<file path="config.mk">
export PLATFORM = sky130hd
export DESIGN_NAME = axis_out_requant
export DESIGN_NICKNAME = d
export VERILOG_FILES = /design/src/rtl/axis_out_requant_pkg.sv /design/src/rtl/axis_out_requant_lane.sv /design/src/rtl/axis_out_requant.sv
export SDC_FILE = /design/constraint.sdc
export NUM_CORES = 1
export LEC_CHECK = 0
export BUFFER_PORTS_ARGS = -buffer_cell sky130_fd_sc_hd__buf_2
export CORE_MARGIN = 5
export CORE_UTILIZATION = 50
export DETAILED_ROUTE_END_ITERATION = 10
export PLACE_DENSITY = 0.71
export SKIP_CTS_REPAIR_TIMING = 1
export SLEW_MARGIN = 20
export SYNTH_ARGS = -nofsm -noshare
export SYNTH_HDL_FRONTEND = slang
export SYNTH_SLANG_ARGS = --single-unit
export TNS_END_PERCENT = 1
</file>
<file path="constraint.sdc">
create_clock -name aclk -period 7.5 [get_ports aclk]
set_input_delay 2.25 -clock aclk [delete_from_list [all_inputs] [get_ports aclk]]
set_output_delay 2.25 -clock aclk [all_outputs]
set_load 0.05 [all_outputs]
</file>
<file path="src/rtl/axis_out_requant_pkg.sv">
// Shared defaults, saturation bounds and lane slicing for the axis_out_requant block.
package axis_out_requant_pkg;

    localparam int unsigned RowsDefault      = 4;
    localparam int unsigned YBitsDefault     = 32;
    localparam int unsigned YOutBitsDefault  = 8;
    localparam int unsigned ShiftBitsDefault = 5;

    function automatic int out_max(int unsigned w);
        return (1 << (w - 1)) - 1;
    endfunction

    function automatic int out_min(int unsigned w);
        return -(1 << (w - 1));
    endfunction

    // Lane i of a packed bus of w-bit lanes starts at bit i*w.
    function automatic int unsigned lane_lsb(int unsigned lane, int unsigned w);
        return lane * w;
    endfunction

endpackage

</file>
<file path="src/rtl/axis_out_requant_lane.sv">
// requant_lane: one lane of round-half-up, arithmetic shift and saturation, two registers deep.
// With OUT_RELU_EN defined, negative saturated results are clamped to zero.
module requant_lane
    import axis_out_requant_pkg::*;
#(
    parameter int unsigned Y_BITS     = YBitsDefault,
    parameter int unsigned Y_OUT_BITS = YOutBitsDefault,
    parameter int unsigned SHIFT_BITS = ShiftBitsDefault
) (
    input  logic                  clk_i,
    input  logic                  rst_ni,
    input  logic                  en_i,
    input  logic                  in_valid_i,
    input  logic                  mid_valid_i,
    input  logic [SHIFT_BITS-1:0] shift_eff_i,
    input  logic [SHIFT_BITS-1:0] shift_mid_i,
    input  logic [Y_BITS-1:0]     x_i,
    output logic [Y_OUT_BITS-1:0] y_o
);

    localparam logic signed [Y_BITS:0] SatMax = (Y_BITS + 1)'(out_max(Y_OUT_BITS));
    localparam logic signed [Y_BITS:0] SatMin = (Y_BITS + 1)'(out_min(Y_OUT_BITS));
    localparam logic signed [Y_BITS:0] One    = (Y_BITS + 1)'(1);

    logic signed [Y_BITS:0]  sum_d, sum_q, shifted;
    logic [Y_OUT_BITS-1:0]   y_d, y_q;

    // One extra bit keeps the rounding offset from overflowing the largest positive input.
    always_comb begin
        sum_d = {x_i[Y_BITS-1], x_i};
        if (shift_eff_i != '0) begin
            sum_d = sum_d + (One <<< (shift_eff_i - 1'b1));
        end
    end

    always_comb begin
        shifted = sum_q >>> shift_mid_i;
        if (shifted > SatMax) begin
            y_d = SatMax[Y_OUT_BITS-1:0];
        end else if (shifted < SatMin) begin
            y_d = SatMin[Y_OUT_BITS-1:0];
        end else begin
            y_d = shifted[Y_OUT_BITS-1:0];
        end
`ifdef OUT_RELU_EN
        if (y_d[Y_OUT_BITS-1]) begin
            y_d = '0;
        end
`endif
    end

    always_ff @(posedge clk_i) begin
        if (!rst_ni) begin
            sum_q <= '0;
            y_q   <= '0;
        end else if (en_i) begin
            if (in_valid_i) begin
                sum_q <= sum_d;
            end
            if (mid_valid_i) begin
                y_q <= y_d;
            end
        end
    end

    assign y_o = y_q;

endmodule

</file>
<file path="src/rtl/axis_out_requant.sv">
// Requantizes ROWS signed accumulator lanes per beat behind a 2-stage globally stalled pipeline.
// Define OUT_RELU_EN to clamp negative outputs to zero in every lane.
module axis_out_requant
    import axis_out_requant_pkg::*;
#(
    parameter int unsigned ROWS       = RowsDefault,
    parameter int unsigned Y_BITS     = YBitsDefault,
    parameter int unsigned Y_OUT_BITS = YOutBitsDefault,
    parameter int unsigned SHIFT_BITS = ShiftBitsDefault
) (
    input  logic                       aclk,
    input  logic                       aresetn,
    output logic                       s_ready,
    input  logic                       s_valid,
    input  logic                       s_last,
    input  logic [ROWS*Y_BITS-1:0]     s_data,
    input  logic [SHIFT_BITS-1:0]      cfg_shift,
    input  logic                       m_ready,
    output logic                       m_valid,
    output logic                       m_last,
    output logic [ROWS*Y_OUT_BITS-1:0] m_data
);

    localparam int unsigned ShiftMax = Y_BITS - 1;

    logic                  en, accept;
    logic                  in_pkt_q, in_pkt_d;
    logic [SHIFT_BITS-1:0] shift_q, shift_d, shift_clamped, shift_eff, shift_mid_q;
    logic                  mid_valid_q, mid_last_q, m_valid_q, m_last_q;

    assign en      = m_ready || !m_valid_q;
    assign s_ready = en;
    assign accept  = s_valid && en;
    assign m_valid = m_valid_q;
    assign m_last  = m_last_q;

    // The shift is latched on a packet's first beat; later cfg_shift changes are ignored.
    always_comb begin
        shift_clamped = cfg_shift;
        if (32'(cfg_shift) > ShiftMax) begin
            shift_clamped = SHIFT_BITS'(ShiftMax);
        end
        shift_eff = in_pkt_q ? shift_q : shift_clamped;
        in_pkt_d  = in_pkt_q;
        shift_d   = shift_q;
        if (accept) begin
            in_pkt_d = !s_last;
            shift_d  = shift_eff;
        end
    end

    always_ff @(posedge aclk) begin
        if (!aresetn) begin
            in_pkt_q    <= 1'b0;
            shift_q     <= '0;
            mid_valid_q <= 1'b0;
            mid_last_q  <= 1'b0;
            shift_mid_q <= '0;
            m_valid_q   <= 1'b0;
            m_last_q    <= 1'b0;
        end else begin
            in_pkt_q <= in_pkt_d;
            shift_q  <= shift_d;
            if (en) begin
                mid_valid_q <= accept;
                mid_last_q  <= s_last;
                shift_mid_q <= shift_eff;
                m_valid_q   <= mid_valid_q;
                m_last_q    <= mid_last_q;
            end
        end
    end

    for (genvar i = 0; i < ROWS; i++) begin : g_lane
        requant_lane #(
            .Y_BITS    (Y_BITS),
            .Y_OUT_BITS(Y_OUT_BITS),
            .SHIFT_BITS(SHIFT_BITS)
        ) u_lane (
            .clk_i      (aclk),
            .rst_ni     (aresetn),
            .en_i       (en),
            .in_valid_i (accept),
            .mid_valid_i(mid_valid_q),
            .shift_eff_i(shift_eff),
            .shift_mid_i(shift_mid_q),
            .x_i        (s_data[lane_lsb(i, Y_BITS) +: Y_BITS]),
            .y_o        (m_data[lane_lsb(i, Y_OUT_BITS) +: Y_OUT_BITS])
        );
    end

endmodule

</file>
# == Word level (Yosys, flattened, before mapping) ==
# Index checks and enable logic that the tools add are counted.
# word_totals
ram_bits,0
romBits,0
input_bits,138
latchBits,0
elab_cells,53
n_memories,0
ff_bits,179
out_inout_bits,35
# classes
reduce_logical,7
div_mod_pow,0
n_addsub,5
muxes,13
magnitude_cmp,8
n_mul,0
eq_ne,0
shifts,5
n_bitwise,0
# op_table
op,n
$add A32 B33 Y33,4
$gt A33 B8 Y1 const B,4
$lt A33 B8 Y1 const B,4
$mux W33,4
$sshr A33 B5 Y33,4
$mux W8,8
$sshl A2 B5 Y33 const A,1
$mux W5,1
$reduce_bool A5 Y1,1
$sub A5 B1 Y5 const B,1
$reduce_and A2 Y1,2
$logic_not A1 Y1,2
$logic_and A1 B1 Y1,1
$logic_or A1 B1 Y1,1

# == Depth between registers and ports, before layout ==
# Gate-level depths: netlist of the first run.
# logic_depth
ltp_word,5
depth_mapped,25
mapped_depth_nobuf,20

# == Hierarchy ==
# From an unflattened synthesis of the first run, not the netlist that was laid out.
# unflattened
cells_unflattened,3061
area_unflattened_um2,24096.9
# modules_own_cells
mod,cells_per_inst,area_per_inst_um2,seq_area_each_um2,instances
requant_lane at g_lane[1].u_lane ...,761,5980.7,820.8,3
requant_lane at g_lane[0].u_lane,713,5520.3,820.8,1
axis_out_requant,65,634.4,300.3,1

# == Worst setup path before layout of the first run ==
# OpenSTA, ideal clock, no wires.
# synth_timing
kind,input to register
from,in cfg_shift[1]
to,reg g_lane[3].u_lane.sum_q[31]
arrival_time_ns,6.859
setup_slack_ns,0.538
setup_time_ns,0.103
path_stages,21
required_ns,7.397
path_buffers,4
path_cell_list,buf_4 or3_1 and2_1 clkbuf_1 nor2_1 nand2_1 inv_1 clkbuf_1 clkbuf_1 o21ai_0 nor3_1 ha_1 and2_1 and2_1 nor2b_1 a211o_1 a221o_2 a21oi_2 o41ai_2 xnor2_1 a2111oi_2
# synth_via
elab_chain_cells,5
word_cells_on_any_way,6
cone_classes,add/sub (2); shift (1); mux (2); reduce/logical (1)
# synth_lines
element,line_no,text
from (decl),axis_out_requant.sv:17,"input logic [SHIFT_BITS-1:0] cfg_shift,"
$mux W5 (*),axis_out_requant.sv:43,shift_eff = in_pkt_q ? shift_q : shift_clamped;
$sub A5 B1 Y5,axis_out_requant_lane.sv:32,sum_d = sum_d + (One <<< (shift_eff_i - 1'b1));
$sshl A2 B5 Y33,axis_out_requant_lane.sv:32,
$add A32 B33 Y33,axis_out_requant_lane.sv:32,
$mux W33 (*),axis_out_requant_lane.sv:31,if (shift_eff_i != '0) begin
to (signal assigned),axis_out_requant_lane.sv:58,sum_q <= sum_d;
to (decl),axis_out_requant_lane.sv:25,"logic signed [Y_BITS:0] sum_d, sum_q, shifted;"
# Every way passes the cells marked *; elsewhere a longest branch is shown, timed or not.
# A chain may end at the register's enable or synchronous reset.

# == Worst setup path after layout of the first run ==
# layout_timing
from,in cfg_shift[1]
to,reg g_lane[2].u_lane.sum_q[31]
# layout_via
elab_chain_cells,5
word_cells_on_any_way,6
cone_classes,add/sub (2); shift (1); mux (2); reduce/logical (1)
# layout_lines
element,line_no
$mux W5 (*),axis_out_requant.sv:43
$sub A5 B1 Y5,axis_out_requant_lane.sv:32
$sshl A2 B5 Y33,axis_out_requant_lane.sv:32
$add A32 B33 Y33,axis_out_requant_lane.sv:32
$mux W33 (*),axis_out_requant_lane.sv:31
to (signal assigned),axis_out_requant_lane.sv:58
to (decl),axis_out_requant_lane.sv:25
# Marked as above.

==> results of run 1 <==
final cells by class:
cell class	instances	area share
Multi-Input combinational cell	2519	0.723
Sequential cell	179	0.154
Timing Repair Buffer	233	0.0579
Tap cell	585	0.0313
Clock buffer	21	0.0215
Inverter	41	0.00673
Clock inverter	11	0.00577
sequential cells by signal (all words and copies together) (netlist names):
name	cells
m_last	1
mid_last_q	1
g_lane.u_lane.y_o	32
in_pkt_q	1
m_valid	1
g_lane.u_lane.sum_q	132
shift_q	5
mid_valid_q	1
shift_mid_q	5
worst max-delay path, delay by kind of cell:
kind / cells / cell delay [ns]
compound gates: 7 / 2.03
simple gates: 7 / 1.86
fa+ha+maj: 1 / 0.38
buf+inv: 1 / 0.19
power groups by stage:
stage | Sequential (mW) | Clock [mW] | Combinational [mW]
global route | 1.19 | 1.06 | 1.62
global placement | 1.19 | 0 | 1.46
detailed placement | 1.20 | 0 | 1.47
finish | 1.18 | 1.02 | 1.51
CTS | 1.18 | 1.03 | 1.47
floorplan | 1.15 | 0 | 1.04
logic make-up after synthesis:
family	after synthesis
AND/OR/NAND/NOR	1031
AO/OA/AOI/OAI	1014
buffers and inverters	271
multiplexers	238
flip-flops	179
XOR/XNOR	118
adder cells (fa/ha/maj)	118
routing by layer:
metal | vias up | share of wire
met2 | 1289 | 0.44
met1 | 11300 | 0.42
li1 | 11100 | -
met4 | 2 | 0.035
met5 | - | 0.00012
met3 | 177 | 0.11
worst max-delay path by stage:
stage	from	to	slack, ns	cells past startpoint
floorplan	cfg_shift[1]	g_lane[3].u_lane.sum_q[31]	0.54	21
global placement	cfg_shift[1]	g_lane[2].u_lane.sum_q[31]	0.91	17
detailed placement	cfg_shift[1]	g_lane[2].u_lane.sum_q[31]	0.72	16
CTS	cfg_shift[1]	g_lane[2].u_lane.sum_q[31]	1.26	16
global route	cfg_shift[1]	g_lane[2].u_lane.sum_q[31]	0.96	17
finish	cfg_shift[1]	g_lane[2].u_lane.sum_q[31]	1.14	16
metrics by stage:
stage                     total power, mW   util  hold WS [ns]
after floorplan                      2.19      -         0.432
after global placement               2.65  0.530         0.437
after detailed placement             2.66  0.530         0.445
after CTS                            3.68  0.545         0.455
after global routing                 3.88  0.545         0.481
final                                3.71  0.545         0.449
placed cells by master (no fill, tap or decap), drive strengths merged, types with 9 or more instances in the layout:
| master | instances |
|---|---|
| a31oi | 40 |
| nand2b | 20 |
| nor2 | 268 |
| nor3 | 65 |
| xor2 | 49 |
| a311oi | 53 |
| o31ai | 19 |
| dfxtp | 179 |
| o21a | 17 |
| nor2b | 32 |
| and2 | 30 |
| a211oi | 68 |
| and3 | 22 |
| a2111oi | 11 |
| mux2i | 150 |
| inv | 42 |
| nor4 | 15 |
| o221a | 9 |
| nand2 | 424 |
| ha | 104 |
| buf | 233 |
| o22ai | 14 |
| a21oi | 308 |
| mux4 | 50 |
| mux2 | 38 |
| o21bai | 15 |
| a21o | 62 |
| nand4 | 27 |
| o21ai | 246 |
| a22o | 15 |
| o211ai | 42 |
| or2 | 12 |
| maj3 | 14 |
| or3 | 32 |
| clkbuf | 21 |
| nand3 | 46 |
| a41oi | 11 |
| a211o | 10 |
| xnor2 | 69 |
==> metrics.log, run 1 <==
[metrics] largest cells by area after synthesis: sky130_fd_sc_hd__dfxtp_1 (17%), sky130_fd_sc_hd__nand2_1 (7.3%), sky130_fd_sc_hd__a21oi_1 (7.1%), sky130_fd_sc_hd__mux2i_1 (6.9%), sky130_fd_sc_hd__ha_1 (6.0%)
[metrics] maximum vdd drop: 0.148 mV
[metrics] Cell Int Power: 2.13 mW
[metrics] Die Width: 218 µm
[metrics] Crit. End Element: register
[metrics] Die Outline Area: 47,500 µm²
[metrics] starting DRC count in detailed routing: 2,913
[metrics] worst hold path startpoint: g_lane[3].u_lane.y_o[1]
[metrics] result of the run: finished, final reports clean
[metrics] worst hold path stage count: 2
[metrics] arrival time of data at the critical path endpoint: 6.72 ns
[metrics] routing usage on met1: 0.508
[metrics] reported max-cap violation count: 0
[metrics] drt via density: 6.64
[metrics] worst-case clock buffer depth: 2
[metrics] RSZ-0062 raised after global routing: false
[metrics] cell count after placement: 3,557
[metrics] DP Worst Slack: 0.718 ns
[metrics] post-synthesis simple-gate area fraction: 0.219
[metrics] power share of the clock group: 0.276
[metrics] dominant combinational cell family by area after synthesis: compound AO/OA/AOI/OAI gates
[metrics] CP startpoint kind: input pin
[metrics] Crit-path slowest cell: sky130_fd_sc_hd__a221oi_1
[metrics] Pwr Density: 159 nW/µm²
[metrics] final global-route overflow total: 0
[metrics] via count of the first global-routing pass: 21,600
[metrics] sinks on the clock net: 179
[metrics] synth unique cells: 116
[metrics] multiplexer fraction of the synthesized cell area: 0.141
[metrics] f_max: 157 MHz
[metrics] DIE HEIGHT: 218 µm
[metrics] total global-route track usage: 0.363
[metrics] Total Neg Setup Slack: 0 ns
[metrics] post-synthesis instance total: 2,969
[metrics] maximum level of the CTS H-tree: 4
[metrics] Post-synth top cells: sky130_fd_sc_hd__nand2_1 (423), sky130_fd_sc_hd__a21oi_1 (306), sky130_fd_sc_hd__nor2_1 (265)
[metrics] fill cell instance count of the final layout: 4,317
[metrics] sequential standard cell area: 3600 µm²
[metrics] RR Endpoint: g_lane[3].u_lane.sum_q[31]
[metrics] minimum clock period after layout: 6.36 ns
[metrics] Std-Cell Core Area: 43,000 µm²
[metrics] cts bufs inserted: 17
[metrics] Synth Register Bits: 179
[metrics] share of post-route cells with drive strength above 1: 0.148
[metrics] Gate power share: 0.406
[metrics] most used flip-flop cell after synthesis: sky130_fd_sc_hd__dfxtp_1
[metrics] final setup margin: 1.14 ns
[metrics] setup slack, reg-to-reg: 2.26 ns
[metrics] sequence of cells on the critical path: buf_2, or3b_4, and2_1, nor2_1, ha_1, a21oi_1, o21bai_1, or2_2, a221oi_1, nor4_2, o31ai_2, o21ai_1, nor2_2, o311ai_2, a2111oi_1, nor4b_2
[metrics] synthesized area per cell: 7.29 µm²
[metrics] met2 global-route usage: 0.561
[metrics] average routed wire per standard cell: 24.9 µm
[metrics] wire length of the first global-routing pass: 134,000 µm
[metrics] depth of the worst register-to-register path: 19
[metrics] post-route cell area: 23,400 µm²
[metrics] antenna fix cells: 0
[metrics] portion of the clock cycle consumed by the worst path in the final layout: 0.848
[metrics] number of vias in the routed layout: 23,800
[metrics] Synth-to-Final Area Change: 8.23%
[metrics] number of optimization iterations in the first detailed-route pass: 7
[metrics] number of endpoints failing setup at the final stage: 0
[metrics] total nets after synthesis: 3,211
[metrics] number of placement rows: 76
[metrics] GRT met3 Usage: 0.0708
[metrics] CTS Root Cell: sky130_fd_sc_hd__clkbuf_16
[metrics] Switching Fraction: 0.426
[metrics] post-synthesis compound-gate area fraction: 0.307
[metrics] worst-case headroom to the max-slew limit: 0.340
[metrics] async set-reset flop share out of synthesis: 0
[metrics] proportion of power drawn by flip-flops and latches: 0.319
[metrics] worst r2r src: in_pkt_q
[metrics] data required time of the worst path: 7.86 ns
[metrics] static leakage: 9.89 nW
[metrics] class of the tightest hold or removal check: reg -> reg
[metrics] post-place instance area: 22,800 µm²
[metrics] total length of routed wires: 89,500 µm
[metrics] number of slew-limit violations in the final report: 0
[metrics] hold path endpoint: g_lane[3].u_lane.y_o[1]
[metrics] pin count of the biggest net entering global routing: 126
[metrics] clock tree from TritonCTS: done
[metrics] detailed-route DRC error count: 0
[metrics] post-synth top area cell: sky130_fd_sc_hd__dfxtp_1
[metrics] total net switching power: 1.58 mW
[metrics] source-to-sink clock delay at the later pin of the worst-skew pair: 0.51 ns
[metrics] Synth top area share: 0.166
[metrics] number of enable flip-flop cells after synthesis: 0
[metrics] count of endpoints failing hold in the final timing report: 0
[metrics] Port Buffers: 172
[metrics] post-synthesis sequential area ratio: 0.166
[metrics] post-synthesis share of cell area spent on xor and xnor gates: 0.0478
[metrics] gr busiest metal: met2
[metrics] YS warnings: 0
[metrics] synthesized area: 21,600 µm²
[metrics] effective utilization at floorplan: 0.503
[metrics] number of top-level pins: 173
[metrics] post-synthesis adder-cell area fraction: 0.0669
[metrics] multi-input logic area: 16,900 µm²
[metrics] antenna violation net count after detailed routing: 0
[metrics] path type of the worst setup path: in -> reg
[metrics] hpwl dp: 69,800 µm
[metrics] # nets final: 3,233
[metrics] final estimated routing congestion in global placement: 1.03
[metrics] Max Fanout on Critical Path: 10
[metrics] actual transition at the worst max-transition pin: 0.983 ns
[metrics] post-route insts no fill: 3,589
[metrics] number of antenna violations at the first check in global routing: 2
[metrics] clock-pin transition on the worst setup and hold timing paths: 0.08 ns
[metrics] largest incremental delay on the critical path: 0.48 ns
[metrics] most used standard cell by instance count after synthesis: sky130_fd_sc_hd__nand2_1
[metrics] Final Skew: 0.0187 ns
No activity file was read; power rests on OpenSTA's default activity.
==> run 2: changes to the inputs <==
--- a/config.mk
+++ b/config.mk
@@ -9,7 +9,7 @@
 export CORE_MARGIN = 5
 export CORE_UTILIZATION = 50
 export DETAILED_ROUTE_END_ITERATION = 10
-export PLACE_DENSITY = 0.71
+export PLACE_DENSITY = 0.74
 export SKIP_CTS_REPAIR_TIMING = 1
 export SLEW_MARGIN = 20
 export SYNTH_ARGS = -nofsm -noshare
==> constraint.sdc (replaced) <==
create_clock -name aclk -period 5.5 [get_ports aclk]
set_input_delay 1.65 -clock aclk [delete_from_list [all_inputs] [get_ports aclk]]
set_output_delay 1.65 -clock aclk [all_outputs]
set_load 0.05 [all_outputs]
==> run 2 against run 1 <==
Against the previous run:
- combinational power up 40%
- global-route usage increased by 0.13 points
- routed wire length is 0.16% higher
- sequential cell count unchanged
- largest cell class unchanged
==> metrics.log, run 2 (synthesized netlist as in run 1, its figures left out) <==
[metrics] static leakage: 10.6 nW (was 9.89 nW)
[metrics] depth of the worst register-to-register path: 18 (was 19)
[metrics] path type of the worst setup path: in -> reg (unchanged)
[metrics] DP Worst Slack: -0.278 ns (was 0.718 ns)
[metrics] Pwr Density: 206 nW/µm² (was 159 nW/µm²)
[metrics] arrival time of data at the critical path endpoint: 5.58 ns (was 6.72 ns)
[metrics] antenna violation net count after detailed routing: 0 (unchanged)
[metrics] maximum level of the CTS H-tree: 4 (unchanged)
[metrics] worst-case clock buffer depth: 2 (unchanged)
[metrics] number of antenna violations at the first check in global routing: 6 (was 2)
[metrics] via count of the first global-routing pass: 22,300 (was 21,600)
[metrics] effective utilization at floorplan: 0.503 (unchanged)
[metrics] final estimated routing congestion in global placement: 1.01 (was 1.03)
[metrics] setup slack, reg-to-reg: 0.72 ns (was 2.26 ns)
[metrics] number of optimization iterations in the first detailed-route pass: 8 (was 7)
[metrics] Total Neg Setup Slack: 0 ns (unchanged)
[metrics] worst-case headroom to the max-slew limit: 0.360 (was 0.340)
[metrics] first element of the critical path: cfg_shift[1] (unchanged)
[metrics] destination of the critical timing path: g_lane[2].u_lane.sum_q[31] (unchanged)
[metrics] share of post-route cells with drive strength above 1: 0.186 (was 0.148)
[metrics] portion of the clock cycle consumed by the worst path in the final layout: 0.950
[metrics] number of slew-limit violations in the final report: 0 (unchanged)
[metrics] Port Buffers: 172 (unchanged)
[metrics] fill cell instance count of the final layout: 4,179 (was 4,317)
[metrics] actual transition at the worst max-transition pin: 0.961 ns (was 0.983 ns)
[metrics] number of vias in the routed layout: 24,400 (was 23,800)
[metrics] clock-pin transition on the worst setup and hold timing paths: 0.07 ns (was 0.08 ns)
[metrics] reported max-cap violation count: 0 (unchanged)
[metrics] Switching Fraction: 0.433 (was 0.426)
[metrics] f_max: 191 MHz
[metrics] final global-route overflow total: 0 (unchanged)
[metrics] Synth-to-Final Area Change: 13.3% (was 8.23%)
[metrics] total global-route track usage: 0.364 (was 0.363)
[metrics] clock tree from TritonCTS: done (unchanged)
[metrics] number of endpoints failing setup at the final stage: 0 (unchanged)
[metrics] detailed-route DRC error count: 0 (unchanged)
[metrics] register with the most flip-flops: g_lane.u_lane.sum_q (unchanged)
[metrics] number of placement rows: 76 (unchanged)
[metrics] post-route insts no fill: 3,721 (was 3,589)
[metrics] drt via density: 6.55 (was 6.64)
[metrics] DIE HEIGHT: 218 µm (unchanged)
[metrics] worst r2r src: in_pkt_q (unchanged)
[metrics] worst hold path stage count: 2 (unchanged)
[metrics] starting DRC count in detailed routing: 2,853 (was 2,913)
[metrics] cell count after placement: 3,686 (was 3,557)
[metrics] RR Endpoint: g_lane[2].u_lane.sum_q[32] (was g_lane[3].u_lane.sum_q[31])
[metrics] Gate power share: 0.420 (was 0.406)
[metrics] sinks on the clock net: 179 (unchanged)
[metrics] post-place instance area: 23,900 µm² (was 22,800 µm²)
[metrics] final setup margin: 0.275 ns (was 1.14 ns)
[metrics] CTS Root Cell: sky130_fd_sc_hd__clkbuf_16 (unchanged)
[metrics] Die Outline Area: 47,500 µm² (unchanged)
[metrics] total design power: 5.04 mW (was 3.71 mW)
[metrics] power share of the clock group: 0.257 (was 0.276)
[metrics] Cell Int Power: 2.86 mW (was 2.13 mW)
[metrics] data required time of the worst path: 5.85 ns (was 7.86 ns)
[metrics] wire length of the first global-routing pass: 134,000 µm (about the same)
[metrics] count of endpoints failing hold in the final timing report: 0 (unchanged)
[metrics] Final Skew: 0.0137 ns (was 0.0187 ns)
[metrics] Max Fanout on Critical Path: 3 (was 10)
[metrics] total length of routed wires: 89,700 µm (was 89,500 µm)
[metrics] number of top-level pins: 173 (unchanged)
[metrics] maximum vdd drop: 0.162 mV (was 0.148 mV)
[metrics] average routed wire per standard cell: 24.1 µm (was 24.9 µm)
[metrics] pin count of the biggest net entering global routing: 107 (was 126)
[metrics] RSZ-0062 raised after global routing: false (unchanged)
[metrics] # nets final: 3,362 (was 3,233)
[metrics] proportion of power drawn by flip-flops and latches: 0.323 (was 0.319)
[metrics] Die Width: 218 µm (unchanged)
[metrics] Crit. End Element: register (unchanged)
[metrics] post-route cell area: 24,500 µm² (was 23,400 µm²)
[metrics] result of the run: finished, final reports clean (unchanged)
[metrics] class of the tightest hold or removal check: reg -> reg (unchanged)
[metrics] hpwl dp: 70,800 µm (was 69,800 µm)
[metrics] leading cell type in the layout, fill and taps excluded: sky130_fd_sc_hd__nand2_1 (unchanged)
[metrics] total net switching power: 2.18 mW (was 1.58 mW)
[metrics] most used cells in the layout excluding fill and tap cells: sky130_fd_sc_hd__nand2_1 (421), sky130_fd_sc_hd__a21oi_1 (306), sky130_fd_sc_hd__nor2_1 (264) (was sky130_fd_sc_hd__nand2_1 (421), sky130_fd_sc_hd__a21oi_1 (306), sky130_fd_sc_hd__nor2_1 (265))
[metrics] CP startpoint kind: input pin (unchanged)
[metrics] cts bufs inserted: 17 (unchanged)
[metrics] source-to-sink clock delay at the later pin of the worst-skew pair: 0.50 ns (was 0.51 ns)
[metrics] Largest register FFs: 132 (unchanged)
[metrics] minimum clock period after layout: 5.23 ns
[metrics] Std-Cell Core Area: 43,000 µm² (unchanged)
run 2: cell count changes in the layout (fill, tap and decap cells not counted), sizes merged:
cell / previous run / this run
clkbuf: 21 / 17
inv: 42 / 46
diode: 0 / 4
clkinv: 6 / 8
buf: 233 / 362
bufinv: 2 / 1
clkinvlp: 2 / 0
run 2: per-stage QoR:
step / hold slack [ns] / util
4_1_cts: 0.454 / 0.570
5_1_grt: 0.476 / 0.570
6_report: 0.453 / 0.570
3_5_place_dp: 0.444 / 0.556
2_1_floorplan: 0.432 / -
3_3_place_gp: 0.437 / 0.556
run 2: area by class of cell:
cell class | count | area (µm²) | share of cell area
inverter | 41 | 158 | 0.00643
tap | 585 | 732 | 0.0299
antenna | 4 | 10.0 | 0.000408
clock buffer | 17 | 425 | 0.0174
clock inverter | 14 | 166 | 0.00679
multi-input combinational | 2519 | 17000 | 0.694
timing repair buffer | 362 | 2410 | 0.0984
sequential | 179 | 3600 | 0.147
run 2: worst min path at each step:
| stage | end | from | slack, ns |
|---|---|---|---|
| after floorplan | mid_last_q | mid_last_q | 0.43 |
| after global placement | m_last | m_last | 0.44 |
| after detailed placement | g_lane[1].u_lane.y_o[7] | g_lane[1].u_lane.y_o[7] | 0.44 |
| after CTS | g_lane[1].u_lane.y_o[7] | g_lane[1].u_lane.y_o[7] | 0.45 |
| after global routing | g_lane[3].u_lane.y_o[1] | g_lane[3].u_lane.y_o[1] | 0.48 |
| final | g_lane[1].u_lane.y_o[7] | g_lane[1].u_lane.y_o[7] | 0.45 |
run 2: critical path: stages:
cell and delay, ns:
sky130_fd_sc_hd__buf_2 0.11, sky130_fd_sc_hd__or3_4 0.38, sky130_fd_sc_hd__and2_4 0.17, sky130_fd_sc_hd__nor3_1 0.17
sky130_fd_sc_hd__buf_4 0.14, sky130_fd_sc_hd__ha_1 0.23, sky130_fd_sc_hd__a21o_1 0.18, sky130_fd_sc_hd__a21oi_1 0.19
sky130_fd_sc_hd__o21bai_1 0.11, sky130_fd_sc_hd__or2_2 0.30, sky130_fd_sc_hd__a221oi_1 0.35, sky130_fd_sc_hd__nor4_2 0.10
sky130_fd_sc_hd__buf_4 0.16, sky130_fd_sc_hd__o31ai_2 0.41, sky130_fd_sc_hd__o21ai_1 0.17, sky130_fd_sc_hd__nor2_2 0.14
sky130_fd_sc_hd__o311ai_2 0.12, sky130_fd_sc_hd__a2111oi_2 0.42, sky130_fd_sc_hd__nor4b_2 0.09
run 2: per-layer routing:
metal,track usage,share of wire,vias up
met3,0.0714,0.096,200
met5,0,0.00039,-
met1,0.500,0.42,11600
met2,0.563,0.44,1258
met4,0.144,0.043,4
li1,-,-,11400
run 2: power by group through the flow:
| stage | clock [mW] | sequential (mW) | combinational [mW] |
|---|---|---|---|
| finish | 1.29 | 1.63 | 2.12 |
| CTS | 1.31 | 1.62 | 2.07 |
| global placement | 0 | 1.64 | 2.05 |
| detailed placement | 0 | 1.65 | 2.06 |
| global route | 1.35 | 1.64 | 2.29 |
| floorplan | 0 | 1.56 | 1.43 |
